--- config.mk ---
export PLATFORM = sky130hd
export DESIGN_NAME = cpu7_exu_hzdctl
export DESIGN_NICKNAME = d
export VERILOG_FILES = /design/src/rtl/cpu7_exu_hzdctl.sv
export SDC_FILE = /design/constraint.sdc
export NUM_CORES = 1
export LEC_CHECK = 0
export CORE_ASPECT_RATIO = 1.25
export CORE_UTILIZATION = 40
export DETAILED_ROUTE_END_ITERATION = 10
export PLACE_DENSITY = 0.69
export SETUP_SLACK_MARGIN = 0.2
export SYNTH_ARGS = -nofsm -noshare
export SYNTH_HDL_FRONTEND = slang
export SYNTH_SLANG_ARGS = --single-unit
--- constraint.sdc ---
create_clock -name clk -period 2.7 [get_ports clk]
set_input_delay 0.27 -clock clk [delete_from_list [all_inputs] [get_ports clk]]
set_output_delay 0.27 -clock clk [all_outputs]
set_load 0.01 [all_outputs]
--- src/rtl/cpu7_exu_hzdctl.sv ---
// EXU hazard controller: shadows E/M/W destination state, drives bypass tags,
// detects load-use hazards, sequences the multi-cycle divider and handles stalls/flushes.
module cpu7_exu_hzdctl #(
    parameter int unsigned DIV_LAT = 16
) (
    input  logic       clk,
    input  logic       resetn,
    input  logic       valid_d,
    input  logic [4:0] rs1_d,
    input  logic [4:0] rs2_d,
    input  logic       rs1_en_d,
    input  logic       rs2_en_d,
    input  logic [4:0] rd_d,
    input  logic       wen_d,
    input  logic       ld_d,
    input  logic       div_d,
    input  logic       lsu_stall,
    input  logic       flush,
    output logic       stall_d,
    output logic       div_busy,
    output logic [4:0] byp_rd_m,
    output logic [4:0] byp_rd_w,
    output logic       byp_wen_m,
    output logic       byp_wen_w
);

    typedef enum logic {
        IDLE = 1'b0,
        BUSY = 1'b1
    } div_state_e;

    div_state_e state, state_nxt;
    logic [4:0] cnt_e, cnt_nxt;

    logic       valid_e, wen_e, ld_e, div_e;
    logic [4:0] rd_e;
    logic       valid_m, wen_m, ld_m;
    logic [4:0] rd_m;
    logic       valid_w, wen_w;
    logic [4:0] rd_w;

    logic load_use, div_hold, advance, take_d;

    always_comb begin
        load_use = valid_d & valid_e & ld_e & wen_e & (rd_e != 5'd0) &
                   ((rs1_en_d & (rs1_d == rd_e)) | (rs2_en_d & (rs2_d == rd_e)));
        div_hold = valid_e & div_e & (cnt_e != 5'd0);
        advance  = ~lsu_stall & ~div_hold;
        take_d   = valid_d & ~flush & ~load_use;
    end

    // Divider sequencer; cnt only moves while the LSU is not freezing the pipe.
    always_comb begin
        state_nxt = state;
        cnt_nxt   = cnt_e;
        unique case (state)
            IDLE: begin
                if (advance && take_d && div_d) begin
                    state_nxt = BUSY;
                    cnt_nxt   = 5'(DIV_LAT - 1);
                end
            end
            BUSY: begin
                if (!lsu_stall) begin
                    cnt_nxt = cnt_e - 5'd1;
                    if (cnt_e == 5'd1) state_nxt = IDLE;
                end
            end
            default: state_nxt = IDLE;
        endcase
        if (flush) begin
            state_nxt = IDLE;
            cnt_nxt   = '0;
        end
    end

    always_ff @(posedge clk or negedge resetn) begin
        if (!resetn) begin
            state <= IDLE;
            cnt_e <= '0;
        end else begin
            state <= state_nxt;
            cnt_e <= cnt_nxt;
        end
    end

    always_ff @(posedge clk or negedge resetn) begin
        if (!resetn) begin
            valid_e <= 1'b0;
            rd_e    <= '0;
            wen_e   <= 1'b0;
            ld_e    <= 1'b0;
            div_e   <= 1'b0;
            valid_m <= 1'b0;
            rd_m    <= '0;
            wen_m   <= 1'b0;
            ld_m    <= 1'b0;
            valid_w <= 1'b0;
            rd_w    <= '0;
            wen_w   <= 1'b0;
        end else if (advance) begin
            valid_w <= valid_m;
            rd_w    <= rd_m;
            wen_w   <= wen_m;
            valid_m <= valid_e;
            rd_m    <= rd_e;
            wen_m   <= wen_e;
            ld_m    <= ld_e;
            valid_e <= take_d;
            rd_e    <= rd_d;
            wen_e   <= wen_d;
            ld_e    <= ld_d;
            div_e   <= div_d;
        end else begin
            // While the divider holds E, older instructions keep retiring out of M/W.
            if (div_hold && !lsu_stall) begin
                valid_w <= valid_m;
                rd_w    <= rd_m;
                wen_w   <= wen_m;
                valid_m <= 1'b0;
            end
            if (flush) valid_e <= 1'b0;
        end
    end

    always_comb begin
        stall_d   = resetn & ~flush & (lsu_stall | div_hold | load_use);
        div_busy  = div_hold;
        byp_rd_m  = rd_m;
        byp_rd_w  = rd_w;
        byp_wen_m = valid_m & wen_m & ~ld_m;
        byp_wen_w = valid_w & wen_w;
    end

endmodule

==> results.yml, run 1 <==
yosys:
  synth_top_family_by_area: "multiplexers"
  yosys-mux-area-fraction: 0.1656
  synth-compound-area-share: 0.09699
  synth_most_common_cell: "dfrtp_1"
  yosysTopAreaCellShare: 0.5017
  synthTopCellsByCount: "30 x dfrtp_1, 22 x mux2_2, 10 x nand2_1, 10 x xnor2_1, 7 x nor2_1"
  ys_types: 31
  synth_seq_cells: 30
  synth_edf_count: 0
  synth_area_leader_cell: "dfrtp_1"
  synth-xor-area-share: 0.05853
  syn_nets: 157
  synthesis.area_um2: 1496
  synth_fa_ha_area_frac: 0.02508
  ys_warn_count: 0
  async_flop_share: 1.000
  synthCells: 129
  synth-simple-area-share: 0.1313
  synth_ff_type: "dfrtp_1"
  synthTopCellsByArea: "dfrtp_1 50%, mux2_2 17%, xnor2_1 5.9%, ha_1 2.5%, nand2_1 2.5%"
  yosysSeqAreaShare: 0.5017
  avgSynthCellArea_um2: 11.60
route:
  via_count: 1151
  drtAntennaViolNets: 0
  drtIter0Drc: 42
  remaining_drc_errors: 12
  routed_wl_um: 3158
  dr.pass1.iters: 7
  via_per_inst: 5.379
  wl_per_cell_um: 14.76
die:
  die_width_um: 56.71
  die_h_um: 70.39
  start_util: 0.4223
  rows: 24
  die_area_um2: 3991
  ioPinCount: 39
  core_um2: 3543
setup_path:
  r2r-start: "cnt_e[0]"
  cp_data_arrival_time_ns: 2.12
  rr_worst_depth: 6
  worstReg2RegEnd: "rd_e[2]"
  startpoint_type: "flip-flop"
  critical_path_class: "reg -> out"
  crit_required_ns: 2.43
  startpoint: "cnt_e[0]"
  endpoint: "div_busy"
  path_max_fanout: 4
  critPathCaptureType: "primary output"
  rrSetupSlack_ns: 0.58
outcome:
  violations: "design-rule violations"
  status: "finished with violations"
timing:
  timing.fmax_ghz: 0.4186
  hold_slack_ns: 0.4324
  tns_ns: 0
  period_share: 0.8848
  hold_viol_final: 0
  fin_skew_ns: 0.003110
  fin_crit_ns: 2.389
  report.final.slew_viol_count: 0
  tightest_slew_ns: 0.4391
  rsz0062_at_grt: "false"
  setup_viol: 0
  slew_headroom: 0.7031
clocking:
  tritoncts: "yes"
  h-tree-depth: 2
  path_clk_slew_ns: 0.06
  clockRootBuffer: "clkbuf_8"
  cts_buffers: 5
  cts.sinks: 30
  clockBufferDepth: 2
  ctsHoldBuffers: 0
  clk_latency_ns: 0.28
placed_design:
  port_buffers: 38
  dp_cells: 205
  dpl.hpwl_um: 2289
  place_congestion: 0.7934
  dpl_cell_area_um2: 1932
layout:
  regArea_um2: 750.7
  syn_to_final_growth_pct: 35.62
  antenna_cells: 0
  stdcell_area_um2: 2029
  instances_no_fill: 214
  fin_nets: 202
  multi_input_area_um2: 714.4
  fill_cells: 309
  drive_gt1_frac: 0.2171
pwr:
  p_per_area_nw_per_um2: 597.3
  ir_drop_mv: 0.2905
  p_leak_nw: 0.8283
  p_total_w: 0.001212
global_route:
  antenna_found_initial: 0
  grt_pass1_wl_um: 5285
  gr-total-overflow: 0
  grt_usage: 0.1756
  grt_max_degree: 31
  grt_pass1_vias: 1170
job:
  cap_violations: 0
hold_path:
  hold_class: "in -> async"
==> worst min-delay path by stage <==
stage	slack, ns	cells past startpoint	start	to
final	0.43	2	resetn	valid_e
after global routing	0.46	2	resetn	valid_e
after CTS	0.45	2	resetn	valid_e
after detailed placement	0.49	1	valid_w	valid_w
after global placement	0.48	1	wen_w	wen_w
after floorplan	-0.03	0	resetn	byp_rd_m[0]
==> cell usage in the layout (no fill, tap or decap), drive strengths merged <==
cell | netlist | final
mux2 | 22 | 22
clkdlybuf4s50 | 0 | 37
nand3 | 2 | 2
clkbuf | 2 | 7
buf | 2 | 4
o211a | 1 | 1
a21oi | 5 | 5
and4 | 1 | 1
dlygate4sd2 | 0 | 1
inv | 4 | 4
nand4 | 4 | 4
nor4b | 1 | 1
dfrtp | 30 | 30
o21a | 1 | 1
a211oi | 2 | 2
nor4 | 1 | 1
a21o | 1 | 1
o21ai | 4 | 4
a31oi | 1 | 1
o22ai | 1 | 1
and2 | 1 | 1
nor2 | 7 | 7
nand2b | 4 | 4
a311oi | 2 | 2
and3 | 1 | 1
or4b | 1 | 1
ha | 3 | 3
nor2b | 2 | 2
nand2 | 10 | 10
xnor2 | 10 | 10
nor3 | 2 | 2
a221oi | 1 | 1
clkinv | 0 | 1
==> layout make-up <==
cell class / count / share of cell area
Sequential cell: 30 / 0.3699
Tap cell: 39 / 0.02404
Inverter: 4 / 0.007398
Clock inverter: 1 / 0.002466
Multi-Input combinational cell: 91 / 0.3520
Clock buffer: 7 / 0.04254
Timing Repair Buffer: 42 / 0.2016
==> power by group <==
group	leakage, nW	internal (W)	switching, W	total (W)
Sequential	0.368	0.000513	0.0000517	0.000564
Clock	0.0482	0.000205	0.000162	0.000368
Combinational	0.412	0.000177	0.000104	0.000280
Total	0.828	0.000895	0.000318	0.00121
==> worst max-delay path, stage by stage (launching register included) <==
cell and delay [ns]:
dfrtp_1 0.40, inv_2 0.09, ha_1 0.17, or4b_4 0.48
and3_1 0.21, clkdlybuf4s50_1 0.48
==> per-layer routing <==
metal / wire length [um] / global-route usage
met5: 0 / 0
met4: 76 / 0.08333
met3: 255 / 0.05556
met2: 1561 / 0.2976
met1: 1265 / 0.1974
==> timing repair <==
| action | CTS | global route |
|---|---|---|
| endpoints found under the hold margin | 0 | 0 |
| setup buffers | 0 | 1 |
| gates resized for setup | 1 | 2 |
| endpoints found under the setup margin | 1 | 1 |
| pin swaps | 0 | 0 |
==> cell families after synthesis <==
family          count (synthesis)
mux                            22
fa+ha+maj                       3
simple gates                   37
flops                          30
xor+xnor                       10
buf+inv                         8
compound gates                 19
==> per-stage QoR <==
stage | utilization | setup WS (ns)
3_5_place_dp | 0.5452 | 0.3398
4_1_cts | 0.5706 | 0.2264
6_report | 0.5727 | 0.3110
5_1_grt | 0.5727 | 0.2187
3_3_place_gp | 0.5452 | 0.3540
2_1_floorplan | - | 0.5681
==> flip-flops by register name (all words and copies together), names as in the netlist, 5 cells and up <==
name / cells
rd_e: 5
cnt_e: 5
byp_rd_w: 5
byp_rd_m: 5
No activity file was read; power rests on OpenSTA's default activity.
==> inputs of run 2 (changes only) <==
--- a/config.mk
+++ b/config.mk
@@ -7,6 +7,7 @@
 export LEC_CHECK = 0
 export CORE_ASPECT_RATIO = 1.25
 export CORE_UTILIZATION = 40
+export CTS_BUF_LIST = sky130_fd_sc_hd__clkbuf_8
 export DETAILED_ROUTE_END_ITERATION = 10
 export PLACE_DENSITY = 0.69
 export SETUP_SLACK_MARGIN = 0.2
==> run 2 against run 1 <==
Net effect: the run still ends with design-rule violations left; clock skew barely moved; first-iteration DRC count rose by 7.1%; routed wire length increased by 0.22%.
==> results.yml, run 2 (synthesized netlist as in run 1, its figures left out) <==
timing:
  slew_headroom: 0.7124
  tightest_slew_ns: 0.4254
  setup_viol: 0
  hold_viol_final: 0
  tns_ns: 0
  rsz0062_at_grt: "false"
  report.final.slew_viol_count: 0
  fin_crit_ns: 2.391
  period_share: 0.8856
  fin_skew_ns: 0.003034
  timing.fmax_ghz: 0.4182
placed_design:
  place_congestion: 0.7934
  dpl.hpwl_um: 2289
  port_buffers: 38
route:
  remaining_drc_errors: 12
  dr.pass1.iters: 7
  drtIter0Drc: 45
  via_per_inst: 5.369
  drtAntennaViolNets: 0
  wl_per_cell_um: 14.79
  routed_wl_um: 3165
  via_count: 1149
setup_path:
  critPathCaptureType: "primary output"
  critical_path_class: "reg -> out"
  cp_data_arrival_time_ns: 2.12
  rrSetupSlack_ns: 0.57
  startpoint: "cnt_e[0]"
  startpoint_type: "flip-flop"
  r2r-start: "cnt_e[0]"
  path_max_fanout: 4
  rr_worst_depth: 7
  crit_required_ns: 2.43
  worstReg2RegEnd: "cnt_e[1]"
layout:
  syn_to_final_growth_pct: 35.62
  mostFrequentLayoutCells: "37 x clkdlybuf4s50_1, 30 x dfrtp_1, 22 x mux2_2, 10 x xnor2_1, 10 x nand2_1"
  fin_nets: 202
  drive_gt1_frac: 0.2171
  final_common_cell: "clkdlybuf4s50_1"
  antenna_cells: 0
clocking:
  clk_latency_ns: 0.28
  h-tree-depth: 2
  tritoncts: "yes"
  clockRootBuffer: "clkbuf_8"
  clockBufferDepth: 2
  cts.sinks: 30
  path_clk_slew_ns: 0.06
  cts_buffers: 5
die:
  core_um2: 3543
  die_width_um: 56.71
  die_h_um: 70.39
  ioPinCount: 39
  rows: 24
  start_util: 0.4223
  die_area_um2: 3991
global_route:
  gr-total-overflow: 0
  grt_pass1_wl_um: 5285
  grt_max_degree: 31
  grt_pass1_vias: 1171
  grt_usage: 0.1756
  antenna_found_initial: 0
outcome:
  status: "finished with violations"
  violations: "design-rule violations"
pwr:
  internal_power_w: 0.0008907
  p_total_w: 0.001210
  seq_power_share: 0.467
  p_leak_nw: 0.8324
  power_switching_w: 0.0003192
  swShare: 0.2638
  comb_power_share: 0.232
  power.share.clock: 0.302
  ir_drop_mv: 0.2906
  p_per_area_nw_per_um2: 596.2
hold_path:
  hold_class: "in -> async"
job:
  cap_violations: 0
-- run 2: worst max-delay path by stage --
stage                to  slack, ns
6_report       div_busy       0.31
5_1_grt        div_busy       0.22
4_1_cts        div_busy       0.23
3_5_place_dp    stall_d       0.34
3_3_place_gp    stall_d       0.35
2_1_floorplan   rd_e[0]       0.57
-- run 2: stage by stage --
| step | hold slack, ns | std cells | setup slack (ns) | utilization | cell area (um2) |
|---|---|---|---|---|---|
| final | 0.4320 | 214 | 0.3088 | 0.5727 | 2029 |
| after global routing | 0.4626 | 214 | 0.2187 | 0.5727 | 2029 |
| after CTS | 0.4489 | 213 | 0.2264 | 0.5706 | 2022 |
| after detailed placement | 0.4873 | 205 | 0.3398 | 0.5452 | 1932 |
| after global placement | 0.4818 | 205 | 0.3540 | 0.5452 | 1932 |
| after floorplan | -0.02559 | 129 | 0.5681 | - | 1496 |
-- run 2: layout make-up --
class | count | area, um2
Clock buffer | 6 | 82.58
Multi-Input combinational cell | 91 | 714.4
Fill cell | 309 | 1514
Timing Repair Buffer | 42 | 409.1
Sequential cell | 30 | 750.7
Clock inverter | 2 | 8.758
Inverter | 4 | 15.01
Tap cell | 39 | 48.80
-- run 2: power by group through the flow --
stage / Clock, W / Combinational [W] / Sequential [W]
2_1_floorplan: 0 / 0.000128 / 0.000576
3_3_place_gp: 0 / 0.000274 / 0.000571
3_5_place_dp: 0 / 0.000280 / 0.000575
4_1_cts: 0.000374 / 0.000281 / 0.000566
5_1_grt: 0.000399 / 0.000303 / 0.000577
6_report: 0.000365 / 0.000280 / 0.000564
-- run 2: worst max-delay path, stage by stage, from the launching register on --
cell	delay, ns
dfrtp_1	0.40
inv_2	0.09
ha_1	0.17
or4b_4	0.48
and3_1	0.21
clkdlybuf4s50_1	0.48
-- run 2: routing by layer --
| layer | share of wire | vias up | track usage |
|---|---|---|---|
| li1 | - | 547 | - |
| met1 | 0.41 | 553 | 0.1974 |
| met2 | 0.49 | 41 | 0.2976 |
| met3 | 0.077 | 8 | 0.05556 |
| met4 | 0.025 | 0 | 0.08333 |
| met5 | 0 | - | 0 |
-- run 2: timing repair --
item                       in CTS  in global routing
hold buffers                    0                  0
setup endpoints to repair       1                  1
cloned                          0                  0
gates resized for setup         1                  2
buffers inserted                0                  1
==> inputs of run 3 (changes only) <==
--- a/config.mk
+++ b/config.mk
@@ -5,12 +5,14 @@
 export SDC_FILE = /design/constraint.sdc
 export NUM_CORES = 1
 export LEC_CHECK = 0
+export CAP_MARGIN = 20
 export CORE_ASPECT_RATIO = 1.25
 export CORE_UTILIZATION = 40
-export CTS_BUF_LIST = sky130_fd_sc_hd__clkbuf_8
+export CTS_BUF_LIST = sky130_fd_sc_hd__clkbuf_16
 export DETAILED_ROUTE_END_ITERATION = 10
 export PLACE_DENSITY = 0.69
 export SETUP_SLACK_MARGIN = 0.2
+export SLEW_MARGIN = 10
 export SYNTH_ARGS = -nofsm -noshare
 export SYNTH_HDL_FRONTEND = slang
 export SYNTH_SLANG_ARGS = --single-unit
==> run 3 against run 2 <==
Net effect: global-route usage is essentially flat; routed wire length shrank 0.22%; clock-buffer cell count shrank 1; largest power group unchanged; sequential cell count is the same; the flow still finishes with violations (design-rule violations); power grew 12%; critical path depth is the same; largest cell class unchanged; combinational power is essentially flat; sequential power is essentially flat; clock power grew 41%; hold slack gained 0.018 ns.
==> results.yml, run 3 (synthesized netlist as in run 1, its figures left out) <==
timing:
  fin_ws_ns: 0.2986
  setup_viol: 0
  report.final.slew_viol_count: 0
  period_share: 0.8894
  fin_skew_ns: 0.004529
  rsz0062_at_grt: "false"
  fin_crit_ns: 2.401
  hold_viol_final: 0
  hold_slack_ns: 0.4497
  timing.fmax_ghz: 0.4164
  slew_headroom: 0.7042
  tns_ns: 0
  tightest_slew_ns: 0.4375
clocking:
  clockRootBuffer: "clkbuf_16"
  cts_buffers: 5
  clk_latency_ns: 0.27
  tritoncts: "yes"
  postCtsSetupRepairBufs: 0
  path_clk_slew_ns: 0.05
  clockBufferDepth: 2
  ctsHoldBuffers: 0
  cts.sinks: 30
  h-tree-depth: 2
layout:
  fin_nets: 201
  drive_gt1_frac: 0.2011
  final_common_cell: "clkdlybuf4s50_1"
  mostFrequentLayoutCells: "37 x clkdlybuf4s50_1, 30 x dfrtp_1, 22 x mux2_2, 10 x xnor2_1, 10 x nand2_1"
  syn_to_final_growth_pct: 38.21
  antenna_cells: 0
die:
  rows: 24
  die_width_um: 56.71
  ioPinCount: 39
  die_area_um2: 3991
  die_h_um: 70.39
  core_um2: 3543
  start_util: 0.4223
setup_path:
  path_max_fanout: 4
  startpoint_type: "flip-flop"
  path_cells: "inv_1, ha_1, or4b_4, and3_1, clkdlybuf4s50_1"
  crit_slowest_cell: "or4b_4"
  rrSetupSlack_ns: 0.55
  critPathCaptureType: "primary output"
  critical_path_class: "reg -> out"
  cp_data_arrival_time_ns: 2.13
  cpPeakStageDelay_ns: 0.48
  crit_required_ns: 2.43
pwr:
  p_leak_nw: 0.8471
  ir_drop_mv: 0.3181
  p_per_area_nw_per_um2: 656.5
route:
  wl_per_cell_um: 14.83
  via_count: 1153
  dr.pass1.iters: 7
  via_per_inst: 5.413
  drtIter0Drc: 50
  drtAntennaViolNets: 0
  remaining_drc_errors: 12
  routed_wl_um: 3158
global_route:
  grt_pass1_vias: 1171
  grt_usage: 0.1761
  grt_pass1_wl_um: 5326
  grt_max_degree: 31
  gr-total-overflow: 0
  antenna_found_initial: 0
placed_design:
  place_ws_ns: 0.3398
  place_congestion: 0.7934
  port_buffers: 38
  dpl.hpwl_um: 2289
hold_path:
  hold_class: "in -> async"
outcome:
  status: "finished with violations"
  violations: "design-rule violations"
job:
  cap_violations: 0
run 3: changes by cell type in the layout (fill, tap and decap cells not counted):
cell / change
buf_4: -1
clkbuf_16: +5
clkbuf_8: -6
clkinv_1: +1
inv_1: +1
inv_2: -1
run 3: final cells by class:
| cell class | count | area, um2 |
|---|---|---|
| multi-input cells | 91 | 714.4 |
| fillers | 307 | 1475 |
| clock inverters | 3 | 12.51 |
| well taps | 39 | 48.80 |
| flip-flops and latches | 30 | 750.7 |
| repair buffers | 41 | 401.6 |
| inverters | 4 | 15.01 |
| clock buffers | 5 | 125.1 |
run 3: per-layer routing:
metal | vias up | GRT usage | wire [um] | share of wire
met1 | 561 | 0.2000 | 1307 | 0.41
met2 | 38 | 0.3056 | 1569 | 0.50
met3 | 6 | 0.04815 | 223 | 0.071
met4 | 0 | 0.07500 | 58 | 0.018
li1 | 548 | - | - | -
met5 | - | 0 | 0 | 0
run 3: worst max-delay path, delay by kind of cell (launching register included):
kind / cells / cell delay [ns]
DFF: 1 / 0.39
buffers and inverters: 2 / 0.60
adders and majority gates: 1 / 0.18
and+or+nand+nor: 2 / 0.70
run 3: worst paths after layout:
check | endpoint | startpoint | depth (start not counted)
min in group clk | valid_w | valid_w | 1
hold / removal | valid_e | resetn | 2
setup reg to reg | rd_e[2] | cnt_e[1] | 6
hold reg to reg | valid_w | valid_w | 1
setup / recovery | div_busy | cnt_e[1] | 5
max in group asynchronous | cnt_e[0] | resetn | 2
run 3: where the power goes:
| part | total [W] | leakage, nW | switching (W) | internal, W |
|---|---|---|---|---|
| combinational | 0.000278 | 0.406 | 0.000103 | 0.000175 |
| sequential | 0.000566 | 0.368 | 0.0000522 | 0.000514 |
| clock | 0.000514 | 0.0724 | 0.000182 | 0.000332 |
| total | 0.00136 | 0.847 | 0.000337 | 0.00102 |
run 3: stage by stage:
stage	power, W	cell area, um2	cells	util
floorplan	0.0007049	1496	129	-
global placement	0.0008448	1932	205	0.5452
detailed placement	0.0008550	1932	205	0.5452
CTS	0.001375	2068	213	0.5837
global route	0.001428	2068	213	0.5837
finish	0.001358	2068	213	0.5837
run 3: what timing repair did:
action,CTS,global route
resized for setup,1,1
setup endpoints to repair,1,1
endpoints found under the hold margin,0,0
